[src/rtl/mem_arbiter_pkg.sv]
// Shared definitions for the instruction/data memory arbiter:
// state encoding and default bus widths.
package mem_arbiter_pkg;

  localparam int DW_DEF = 32;
  localparam int AW_DEF = 32;

  typedef enum logic [1:0] {
    IDLE    = 2'd0,
    IF_WAIT = 2'd1,
    DM_WAIT = 2'd2
  } state_t;

endpackage

[src/rtl/arb_wait_ctr.sv]
// Timeout counter for an outstanding memory access. Counts while enabled,
// restarts on clear, and flags the TIMEOUT-th enabled cycle as expired.
// TIMEOUT = 0 disables expiry entirely.
module arb_wait_ctr #(
  parameter int TIMEOUT = 64
) (
  input  logic clk,
  input  logic rst_n,
  input  logic clear,
  input  logic enable,
  output logic expired
);

  localparam int CW = (TIMEOUT < 2) ? 1 : $clog2(TIMEOUT);
  localparam logic [CW-1:0] LAST = CW'(TIMEOUT - 1);

  logic [CW-1:0] count;

  // Cycle counter: zero in the first waiting cycle, so count == TIMEOUT-1
  // marks the TIMEOUT-th cycle spent waiting.
  always_ff @(posedge clk or negedge rst_n) begin
    if (!rst_n) begin
      count <= '0;
    end else if (clear) begin
      count <= '0;
    end else if (enable) begin
      count <= count + 1'b1;
    end
  end

  assign expired = (TIMEOUT != 0) && enable && (count == LAST);

endmodule

[src/rtl/mem_arbiter.sv]
// Shares one single-port, variable-latency memory between instruction fetch
// and load/store. One access is outstanding at a time; loads/stores win
// unless fetch has already been passed over STARVE_MAX times in a row.
module mem_arbiter
  import mem_arbiter_pkg::*;
#(
  parameter int DW         = DW_DEF,
  parameter int AW         = AW_DEF,
  parameter int STARVE_MAX = 4,
  parameter int TIMEOUT    = 64
) (
  input  logic          CLK,
  input  logic          RESET,
  input  logic          IF_Req,
  input  logic [AW-1:0] IF_Addr,
  output logic [DW-1:0] IF_Data,
  output logic          IF_Valid,
  input  logic          MEM_Rd,
  input  logic          MEM_Wr,
  input  logic [AW-1:0] MEM_Addr,
  input  logic [DW-1:0] MEM_WData,
  output logic [DW-1:0] MEM_RData,
  output logic          MEM_Valid,
  output logic          Stall_IF,
  output logic          Stall_MEM,
  output logic          Mem_Req,
  output logic          Mem_We,
  output logic [AW-1:0] Mem_Addr,
  output logic [DW-1:0] Mem_WData,
  input  logic [DW-1:0] Mem_RData,
  input  logic          Mem_Ack,
  output logic          Err
);

  localparam int SW = (STARVE_MAX < 1) ? 1 : $clog2(STARVE_MAX + 1);
  localparam logic [SW-1:0] STARVE_LIM = SW'(STARVE_MAX);

  state_t        state;
  logic [SW-1:0] starve_cnt;
  logic          if_elig;
  logic          dm_elig;
  logic          dm_win;
  logic          in_wait;
  logic          expired;

  // A requester still holding its request during its own Valid cycle is not
  // eligible, so a completed access is never issued twice.
  assign if_elig = IF_Req & ~IF_Valid;
  assign dm_elig = (MEM_Rd | MEM_Wr) & ~MEM_Valid;
  assign dm_win  = dm_elig & (~if_elig | (starve_cnt < STARVE_LIM));
  assign in_wait = (state != IDLE);

  assign Stall_IF  = IF_Req & ~IF_Valid;
  assign Stall_MEM = (MEM_Rd | MEM_Wr) & ~MEM_Valid;

  arb_wait_ctr #(
    .TIMEOUT (TIMEOUT)
  ) u_wait_ctr (
    .clk     (CLK),
    .rst_n   (RESET),
    .clear   (~in_wait),
    .enable  (in_wait),
    .expired (expired)
  );

  // Arbitration FSM with registered memory-side request and requester results.
  always_ff @(posedge CLK or negedge RESET) begin
    if (!RESET) begin
      state      <= IDLE;
      starve_cnt <= '0;
      Mem_Req    <= 1'b0;
      Mem_We     <= 1'b0;
      Mem_Addr   <= '0;
      Mem_WData  <= '0;
      IF_Data    <= '0;
      IF_Valid   <= 1'b0;
      MEM_RData  <= '0;
      MEM_Valid  <= 1'b0;
      Err        <= 1'b0;
    end else begin
      IF_Valid  <= 1'b0;
      MEM_Valid <= 1'b0;
      case (state)
        IDLE: begin
          if (dm_win) begin
            state      <= DM_WAIT;
            Mem_Req    <= 1'b1;
            Mem_We     <= MEM_Wr;
            Mem_Addr   <= MEM_Addr;
            Mem_WData  <= MEM_WData;
            starve_cnt <= if_elig ? starve_cnt + 1'b1 : '0;
          end else if (if_elig) begin
            state      <= IF_WAIT;
            Mem_Req    <= 1'b1;
            Mem_We     <= 1'b0;
            Mem_Addr   <= IF_Addr;
            starve_cnt <= '0;
          end
        end
        IF_WAIT, DM_WAIT: begin
          // An ack in the expiry cycle still counts as a normal completion.
          if (Mem_Ack || expired) begin
            state   <= IDLE;
            Mem_Req <= 1'b0;
            Mem_We  <= 1'b0;
            if (!Mem_Ack) begin
              Err <= 1'b1;
            end
            if (state == IF_WAIT) begin
              IF_Valid <= 1'b1;
              IF_Data  <= Mem_Ack ? Mem_RData : '0;
            end else begin
              MEM_Valid <= 1'b1;
              if (!Mem_Ack) begin
                MEM_RData <= '0;
              end else if (!Mem_We) begin
                MEM_RData <= Mem_RData;
              end
            end
          end
        end
        default: state <= IDLE;
      endcase
    end
  end

endmodule

[config.mk]
export PLATFORM = sky130hd
export DESIGN_NAME = mem_arbiter
export DESIGN_NICKNAME = d
export VERILOG_FILES = /design/src/rtl/mem_arbiter_pkg.sv /design/src/rtl/arb_wait_ctr.sv /design/src/rtl/mem_arbiter.sv
export SDC_FILE = /design/constraint.sdc
export NUM_CORES = 1
export LEC_CHECK = 0
export ABC_CLOCK_PERIOD_IN_PS = 2800
export CAP_MARGIN = 20
export CORE_UTILIZATION = 45
export DETAILED_ROUTE_END_ITERATION = 10
export PLACE_DENSITY_LB_ADDON = 0.3
export SLEW_MARGIN = 10
export SYNTH_ARGS = -nofsm -noshare
export SYNTH_HDL_FRONTEND = slang
export SYNTH_SLANG_ARGS = --single-unit
[constraint.sdc]
create_clock -name CLK -period 2.8 [get_ports CLK]
set_input_delay 0.84 -clock CLK [delete_from_list [all_inputs] [get_ports CLK]]
set_output_delay 0.84 -clock CLK [all_outputs]
set_load 0.01 [all_outputs]
==> results of run 1 <==
## state kept, by name, indices dropped and copies added (netlist names)
name and flops:
state 2, Mem_Req 1, Mem_Addr 32, IF_Data 32, MEM_Valid 1, MEM_RData 32, starve_cnt 3, Mem_WData 32
IF_Valid 1, Mem_We 1, u_wait_ctr.count 6, Err 1
## layout by cell type, fill, tap and decap left out, drive strengths merged, types with 2 or more instances in the layout
cell / instances
dfrtp: 144
xor2: 2
nand3: 7
a2bb2oi: 32
inv: 10
bufinv: 4
and3: 2
o21ai: 5
mux2: 33
o21bai: 2
a22o: 66
clkinv: 7
ha: 5
nor2b: 2
clkbuf: 17
nor2: 10
nand2b: 2
a21oi: 36
dlygate4sd2: 3
o31ai: 2
nand2: 37
clkdlybuf4s50: 264
buf: 18
## worst max-delay path, cell delays in order
cell	delay, ns
clkdlybuf4s50_1	0.46
o21bai_4	0.17
inv_4	0.05
dlygate4sd2_1	0.28
## layout make-up
type	count	area (sq um)	area share [%]
Sequential cell	144	3603	38.50
Tap cell	172	215.2	2.299
Inverter	7	28.78	0.3074
Clock inverter	15	207.7	2.219
Timing Repair Buffer	285	2858	30.53
Clock buffer	17	425.4	4.545
Multi-Input combinational cell	252	2022	21.60
## layer usage
metal	vias to the layer above	global-route usage, %	wire length, microns
met5	-	0	0
met2	204	42.01	8283
met4	0	10.43	374
li1	2143	-	-
met1	2382	28.46	6566
met3	27	9.133	1503
## cells by family after synthesis
family,count (synthesis),synth area share (%)
flip-flops,144,61.26
multiplexers,33,6.318
buffers and inverters,38,4.446
AND/OR/NAND/NOR,64,5.616
AO/OA/AOI/OAI,147,20.85
XOR/XNOR,3,0.4468
adder cells (fa/ha/maj),5,1.064
## power by group
group          total [mW]  internal (mW)  leakage [nW]  switching, mW
combinational        4.97           2.95          1.99           2.02
clock                2.41           1.50         0.308          0.905
sequential           3.63           3.04          1.76          0.585
## cells in the mapped netlist (2+ instances only)
master | instances | area, sq um
xor2_1 | 2 | 17.52
nand2b_1 | 2 | 12.51
nand3_1 | 5 | 25.02
inv_1 | 5 | 18.77
ha_1 | 5 | 62.56
a21oi_1 | 35 | 175.2
and3_1 | 2 | 12.51
clkbuf_1 | 2 | 7.510
o31ai_1 | 2 | 15.01
dfrtp_1 | 144 | 3603
nand2_1 | 37 | 138.9
a22o_1 | 66 | 578.1
a2bb2oi_1 | 22 | 192.7
buf_6 | 13 | 146.4
a2bb2oi_2 | 10 | 150.1
nor2b_1 | 2 | 12.51
o21bai_4 | 2 | 37.54
buf_2 | 14 | 70.07
mux2_2 | 33 | 371.6
o21ai_0 | 4 | 20.02
nor2_1 | 9 | 33.78
## stage by stage
stage               util [%]  instances  setup TNS, ns  setup slack (ns)  hold WS [ns]
floorplan                  -        434              0            0.8437        0.4250
global placement       68.90        860        -0.1439          -0.08322        0.4387
detailed placement     68.90        860        -0.1873           -0.1024        0.4463
CTS                    73.87        892              0            0.1777        0.3031
global route           73.87        892              0            0.1541        0.3147
finish                 73.87        892              0            0.1661        0.3045
## how the worst max path moves through the flow
stage	depth (start not counted)	endpoint	slack, ns
after floorplan	2	Stall_MEM	0.84
after global placement	4	Stall_MEM	-0.08
after detailed placement	4	Stall_MEM	-0.10
after CTS	4	Stall_IF	0.18
after global routing	4	Stall_IF	0.15
final	4	Stall_MEM	0.17
==> reports/summary.txt, run 1 <==
Status - finished, final reports clean
Mapped Cells - 434
Worst-path clk slew - 0.06 ns
Post-DP HPWL - 11460 microns
Worst R2R End - IF_Data[1]$_DFFE_PN0P_
CTS resizes - 3
Clock root buffer - clkbuf_16
Sequential area share after synthesis - 61.26%
Yosys warns - 0
# Post-CTS Setup Buffers - 0
Post-synth ARST share - 100.0%
First-pass GRT wire length - 25250 microns
Largest net degree at the start of global routing - 67
Critical path required time - 1.96 ns
FF-to-FF Start - state[1]$_DFFE_PN0P_
CTS sink count - 144
Peak VDD IR - 688.1 uV
Design Power - 11.00 mW
Post-layout instance area - 9360 sq um
Max_cap viols - 0
Number of nets with antenna violations after routing - 0
Initial antenna violation count - 0
Clk_skew - 0.005275 ns
Clk_lat worst skew - 0.42 ns
Number of synthesized flops with an enable pin - 0
Minimum clock period - 2.634 ns
Slew Limit Fails - 0
Lkg Pwr - 4.057 nW
Antenna cell count - 0
Register bit total from synthesis - 144
Final Net Count - 846
Fillcell total - 849
Worst Setup End Kind - primary output
Post-Syn Nets - 573
WS Path Type - in2out
F_max - 379.7 MHz
Die width - 116.3 microns
Standard-cell rows - 41
Drt via density - 5.332
Register-to-Register Setup Slack - 0.83 ns
Layout cells sized above 1 - 14.86%
Die height - 116.3 microns
1st-iter DRT viols - 242
Final setup vio count - 0
Critical path peak fanout - 2
Core Box Area - 12670 sq um
Via count - 4756
Pwr Density - 1176 nW/um^2
Gp weighted congestion - 0.7603
Mapped Avg Cell Area - 13.55 sq um
RSZ-0062 raised after global routing - no
Drt drc - 0
Placed instance area - 8731 sq um
Vias in the first global route - 4915
Cell area after synthesis - 5882 sq um
Worst hold path type - in2async
Library cells used by synthesis - 39
Global route overflow - 0
Hold Vio Cnt, Final - 0
Worst-margin pin slew - 0.4441 ns
Ports - 269
Cells on worst reg2reg path - 6
Hold_buf cts - 0
H-tree levels - 4
CP startpoint - MEM_Rd
Overall routed net length - 16730 microns
Crit path launch type - input pin
Drt pass-1 iters - 4
Layout area overhead - 59.14%
Port buffer count - 268
Most frequently used flop master after synthesis - dfrtp_1
Slew HR - 70.39%
Worst EP arrival - 1.79 ns
CTS tree - done
CTS Buffer Depth - 2
TritonCTS Buffers - 17
Initial Utilization - 46.42%
Fin crit share - 94.07%
Die area - 13530 sq um
GRT Total Usage - 24.86%
Drt wl/cell - 18.75 microns
Power figures use the tool's default switching activity.
==> run 2: changes to the inputs <==
Settings changed: ABC_AREA from default to 1, CORE_MARGIN from default to 5, CORE_UTILIZATION 45 to 46.
==> run 2 against run 1 <==
Effect of this change:
- die area is 19% higher
- clock skew fell by 0.00078 ns
- core utilization decreased by 1.3 points
- design area up 3.1%
- synthesized cell count up 73%
- register-to-register slack gained 0.13 ns
- critical path depth is the same
- setup slack improved by 0.016 ns
- clock power is 13% lower
- critical endpoint unchanged
- highest routed layer unchanged
==> reports/summary.txt, run 2 <==
Slew HR - 54.69%
Fin crit share - 93.49%
Drt pass-1 iters - 4
Post-DP HPWL - 13340 microns
Setup TNS Final - 0 ns
Synth Area in Adders - 0.9964%
Post-Synth XOR/XNOR Area - 0%
Critical path required time - 1.96 ns
Number of synthesized flops with an enable pin - 0
RSZ-0062 raised after global routing - no
Initial antenna violation count - 0
Minimum clock period - 2.618 ns
CTS tree - done
Pwr Density - 1096 nW/um^2
Compound-Gate Fraction of Synth Area - 1.415%
Die area - 16090 sq um
Register bit total from synthesis - 144
Library cells used by synthesis - 26
# Post-CTS Setup Buffers - 0
Fin cells - 1198
Commonest cells in the netlist - nand2_1, dfrtp_1, nand3_1
Mapped Cells - 752
Critical path peak fanout - 2
Fillcell total - 1039
WS Path Type - in2out
Clock root buffer - clkbuf_16
Drt via density - 4.940
Clk_lat worst skew - 0.41 ns
Standard-cell rows - 42
Clk_skew - 0.004491 ns
Slew Limit Fails - 0
Core Box Area - 13300 sq um
Crit path launch type - input pin
Mux cell area share after synthesis - 0%
1st-iter DRT viols - 361
Largest area contributor in the synthesized netlist - dfrtp_1
Peak VDD IR - 556.3 uV
Worst-path clk slew - 0.05 ns
Die width - 126.8 microns
FF-to-FF Start - u_wait_ctr.count[0]$_DFF_PN0_
Layout area overhead - 53.67%
Cells on worst reg2reg path - 8
Via count - 5918
Global route overflow - 0
Vias in the first global route - 6050
Lkg Pwr - 4.812 nW
Simple-gate share of the synthesized area - 34.95%
Most frequently used flop master after synthesis - dfrtp_1
Drt wl/cell - 15.83 microns
Worst Setup End Kind - primary output
Ports - 269
Post-Syn Nets - 891
Final Net Count - 1148
Layout cells sized above 1 - 5.675%
GRT Total Usage - 23.89%
Port buffer count - 268
Worst-margin pin slew - 0.6773 ns
Worst hold slack - 0.3380 ns
Mapped Avg Cell Area - 8.349 sq um
Die height - 126.8 microns
Placed cell count - 1166
Gp weighted congestion - 0.8172
First-pass GRT wire length - 30790 microns
Worst hold path type - in2async
TritonCTS Buffers - 17
Number of nets with antenna violations after routing - 0
Most common cell after layout, fill and taps aside - nand2_1
Sequential area share after synthesis - 57.39%
Max_cap viols - 0
Commonest non-fill, non-tap cells in the layout - nand2_1, clkdlybuf4s50_1, dfrtp_1
H-tree levels - 4
Cell area after synthesis - 6279 sq um
CTS Buffer Depth - 2
Main combinational cell family by area after synthesis - simple AND/OR/NAND/NOR gates
Hold_buf cts - 0
Worst EP arrival - 1.78 ns
Antenna cell count - 0
F_max - 382.0 MHz
Initial Utilization - 47.22%
Placed instance area - 9090 sq um
Largest net degree at the start of global routing - 63
Fraction of synthesized cell area taken by the top area cell type - 57.39%
Register-to-Register Setup Slack - 0.96 ns
Post-layout instance area - 9648 sq um
Worst R2R End - MEM_RData[20]$_DFFE_PN0P_
Post-synth ARST share - 100.0%
Hold Vio Cnt, Final - 0
Yosys warns - 0
Drt drc - 0
Count leader, synth - nand2_1
Overall routed net length - 18970 microns
CTS sink count - 144
Design Power - 10.57 mW
Final setup vio count - 0
Status - finished, final reports clean
Largest cells by area after synthesis - dfrtp_1, nand2_1, nand3_1, nand4_1, buf_6
## run 2: cell count changes after synthesis, sizes merged, moves of 12 or more
cell	change
nand2	+371
a22o	-66
nand3	+65
nand4	+35
mux2	-33
a2bb2oi	-32
a21oi	-31
clkbuf	+12
## run 2: layout make-up
class                   instances  area (sq um)  share of cell area [%]
flip-flops and latches        144          3603                   37.35
repair buffers                285          2854                   29.58
multi-input cells             545          2350                   24.35
clock buffers                  29         540.5                   5.602
well taps                     176         220.2                   2.282
inverters                      16         60.06                  0.6225
clock inverters                 3         20.02                  0.2075
## run 2: how the worst max path moves through the flow
stage / from / endpoint / slack [ns]
4_1_cts: MEM_Wr / Stall_MEM / 0.18
5_1_grt: MEM_Wr / Stall_MEM / 0.13
3_5_place_dp: MEM_Wr / Stall_MEM / -0.08
2_1_floorplan: IF_Req / Stall_IF / 0.89
3_3_place_gp: MEM_Wr / Stall_MEM / -0.04
6_report: MEM_Wr / Stall_MEM / 0.18
## run 2: critical path, stage by stage
cell             delay, ns
clkdlybuf4s50_1       0.44
nor2_2                0.17
nor2_4                0.05
dlygate4sd2_1         0.28
## run 2: per-layer routing
| layer | vias up | wire length, microns | global-route usage [%] |
|---|---|---|---|
| met3 | 21 | 1779 | 8.911 |
| met1 | 2772 | 7465 | 28.00 |
| met2 | 215 | 9438 | 40.97 |
| met5 | - | 0 | 0 |
| li1 | 2910 | - | - |
| met4 | 0 | 283 | 7.192 |
## run 2: repair_timing
| item | 4_1_cts | 5_1_grt |
|---|---|---|
| endpoints found under the setup margin | 2 | 0 |
| hold endpoints to repair | 0 | 0 |
| gates resized for setup | 2 | 0 |
## run 2: cells by family after synthesis
family                     count (synthesis)
buffers and inverters                     63
adders and majority gates                  5
DFF                                      144
and+or+nand+nor                          526
AOI/OAI and AO/OA                         14
## run 2: report_power, final
group	internal, mW	total (mW)	switching (mW)	leakage, nW
clock	1.30	2.10	0.804	0.270
combinational	2.37	4.97	2.60	2.73
sequential	3.01	3.50	0.494	1.81
total	6.68	10.6	3.90	4.81
## run 2: stage by stage
step	util (%)	setup WS, ns
final	72.57	0.1823
after global routing	72.57	0.1322
after CTS	72.57	0.1779
after detailed placement	68.37	-0.08173
after global placement	68.37	-0.03854
after floorplan	-	0.8896
==> run 3: changes to the inputs <==
==> constraint.sdc (replaced) <==
create_clock -name CLK -period 2.8 [get_ports CLK]
set_input_delay 0.56 -clock CLK [delete_from_list [all_inputs] [get_ports CLK]]
set_output_delay 0.56 -clock CLK [all_outputs]
set_load 0.01 [all_outputs]
==> run 3 against run 2 <==
Effect of this change:
- cell count fell by 0.50%
- sequential cell count did not move
- critical path type unchanged
- critical path depth did not move
- core utilization fell by 0.32 points
- die area did not move
- power rose by 0.18%
- clock power rose by 3%
- combinational power fell by 1%
- non-clock buffer count fell by 6
- sequential power barely moved
- worst hold slack got worse by 0.20 ns
- fmax rose by 9.7%
- largest power group unchanged
==> reports/summary.txt, run 3 (synthesized netlist as in run 2, its figures left out) <==
First-pass GRT wire length - 31190 microns
Final Net Count - 1142
GRT Total Usage - 24.22%
Drt via density - 4.963
Setup TNS Final - 0 ns
# Post-CTS Setup Buffers - 0
1st-iter DRT viols - 333
Post-DP HPWL - 13490 microns
Largest net degree at the start of global routing - 70
Antenna cell count - 0
Fin cells - 1192
Clock root buffer - clkbuf_16
Combinational Power Share - 46.4%
Sw frac - 36.98%
CTS tree - done
Clk_skew - 0.004312 ns
Layout cells sized above 1 - 5.217%
Vias in the first global route - 5983
Layout area overhead - 52.99%
Die width - 126.8 microns
CTS resizes - 0
Worst Setup End Kind - primary output
Metal1 wirelength - 7752 microns
Lkg Pwr - 4.794 nW
Post-layout instance area - 9605 sq um
Hold Vio Cnt, Final - 0
Core Box Area - 13300 sq um
Worst-path clk slew - 0.06 ns
Drt drc - 0
Worst EP arrival - 1.83 ns
Minimum clock period - 2.386 ns
Crit path launch type - input pin
Clk network pwr share - 20.4%
Standard-cell rows - 42
Port buffer count - 268
Number of nets with antenna violations after routing - 0
Slew HR - 55.88%
Drt pass-1 iters - 4
Die area - 16090 sq um
Critical path required time - 2.24 ns
CP startpoint - MEM_Wr
Die height - 126.8 microns
Pwr Density - 1103 nW/um^2
Slew Limit Fails - 0
DR top layer - met4
Worst-margin pin slew - 0.6619 ns
Drt wl/cell - 16.22 microns
Reg power frac - 33.2%
Status - finished, final reports clean
Gp weighted congestion - 0.8072
Ports - 269
TritonCTS Buffers - 17
Placed instance area - 9032 sq um
FF-to-FF Start - state[0]$_DFFE_PN0P_
Post-layout util - 72.25%
Placed cell count - 1160
CTS Buffer Depth - 2
P_int - 6.676 mW
DR WL met2 - 9480 microns
Most common cell after layout, fill and taps aside - nand2_1
Final setup vio count - 0
Worst hold path type - in2async
Wire length on met3 - 1701 microns
Global route overflow - 0
Clk_lat worst skew - 0.40 ns
NetSw - 3.917 mW
Hold_buf cts - 0
F_max - 419.2 MHz
WS Path Type - in2out
Initial antenna violation count - 0
Critical path peak fanout - 3
Design Power - 10.59 mW
Via count - 5916
H-tree levels - 4
CTS sink count - 144
Initial Utilization - 47.22%
Peak VDD IR - 573.9 uV
Max_cap viols - 0
Commonest non-fill, non-tap cells in the layout - nand2_1, clkdlybuf4s50_1, dfrtp_1
Overall routed net length - 19330 microns
Fin crit share - 85.20%
RSZ-0062 raised after global routing - no
==> run 3: cell types whose count changed in the layout (fill, tap and decap cells not counted) <==
cell	before	now
buf_4	13	8
clkdlybuf4s50_1	264	266
bufinv_16	0	1
dlygate4sd2_1	2	0
clkinv_2	1	4
clkbuf_8	7	6
buf_12	4	3
clkbuf_1	5	4
clkinvlp_4	2	0
==> run 3: through the flow <==
stage / setup WS (ns) / hold WS, ns
6_report: 0.4144 / 0.1379
5_1_grt: 0.3682 / 0.2085
4_1_cts: 0.4170 / 0.1792
3_5_place_dp: 0.4183 / 0.4515
3_3_place_gp: 0.4308 / 0.4427
2_1_floorplan: 1.256 / 0.2644
==> run 3: cell type report <==
type / count / area, sq um
fill: 1052 / 3690
sequential: 144 / 3603
timing repair buffer: 279 / 2799
multi-input combinational: 545 / 2350
clock buffer: 27 / 523.0
tap: 176 / 220.2
inverter: 16 / 60.06
clock inverter: 5 / 50.05
==> run 3: metal layers <==
| metal | global-route usage, % | vias to the layer above |
|---|---|---|
| li1 | - | 2884 |
| met1 | 29.43 | 2770 |
| met2 | 40.13 | 231 |
| met3 | 8.407 | 31 |
| met4 | 8.707 | 0 |
| met5 | 0 | - |
==> run 3: worst max-delay path, stage by stage <==
cell             delay (ns)
clkdlybuf4s50_1        0.51
nor2_2                 0.07
nor2_4                 0.12
clkdlybuf4s50_1        0.56
==> run 3: path summary, 6_finish.rpt <==
kind                                             end  slack [ns]  depth (start not counted)
setup / recovery                           Stall_MEM        0.41                          4
hold / removal             Mem_WData[20]$_DFFE_PN0P_        0.14                          1
setup reg to reg           MEM_RData[17]$_DFFE_PN0P_        0.94                          8
hold reg to reg                      Err$_DFFE_PN0P_        0.46                          1
max in group asynchronous  Mem_WData[26]$_DFFE_PN0P_        1.93                          2
min in group CLK                     Err$_DFFE_PN0P_        0.46                          1
==> run 3: power by group through the flow <==
stage	registers, mW	logic [mW]	clock network, mW
after floorplan	3.91	1.95	0
after detailed placement	3.52	4.97	0
final	3.52	4.92	2.16
after global placement	3.50	4.87	0
after global routing	3.63	5.40	2.30
after CTS	3.52	4.99	2.21
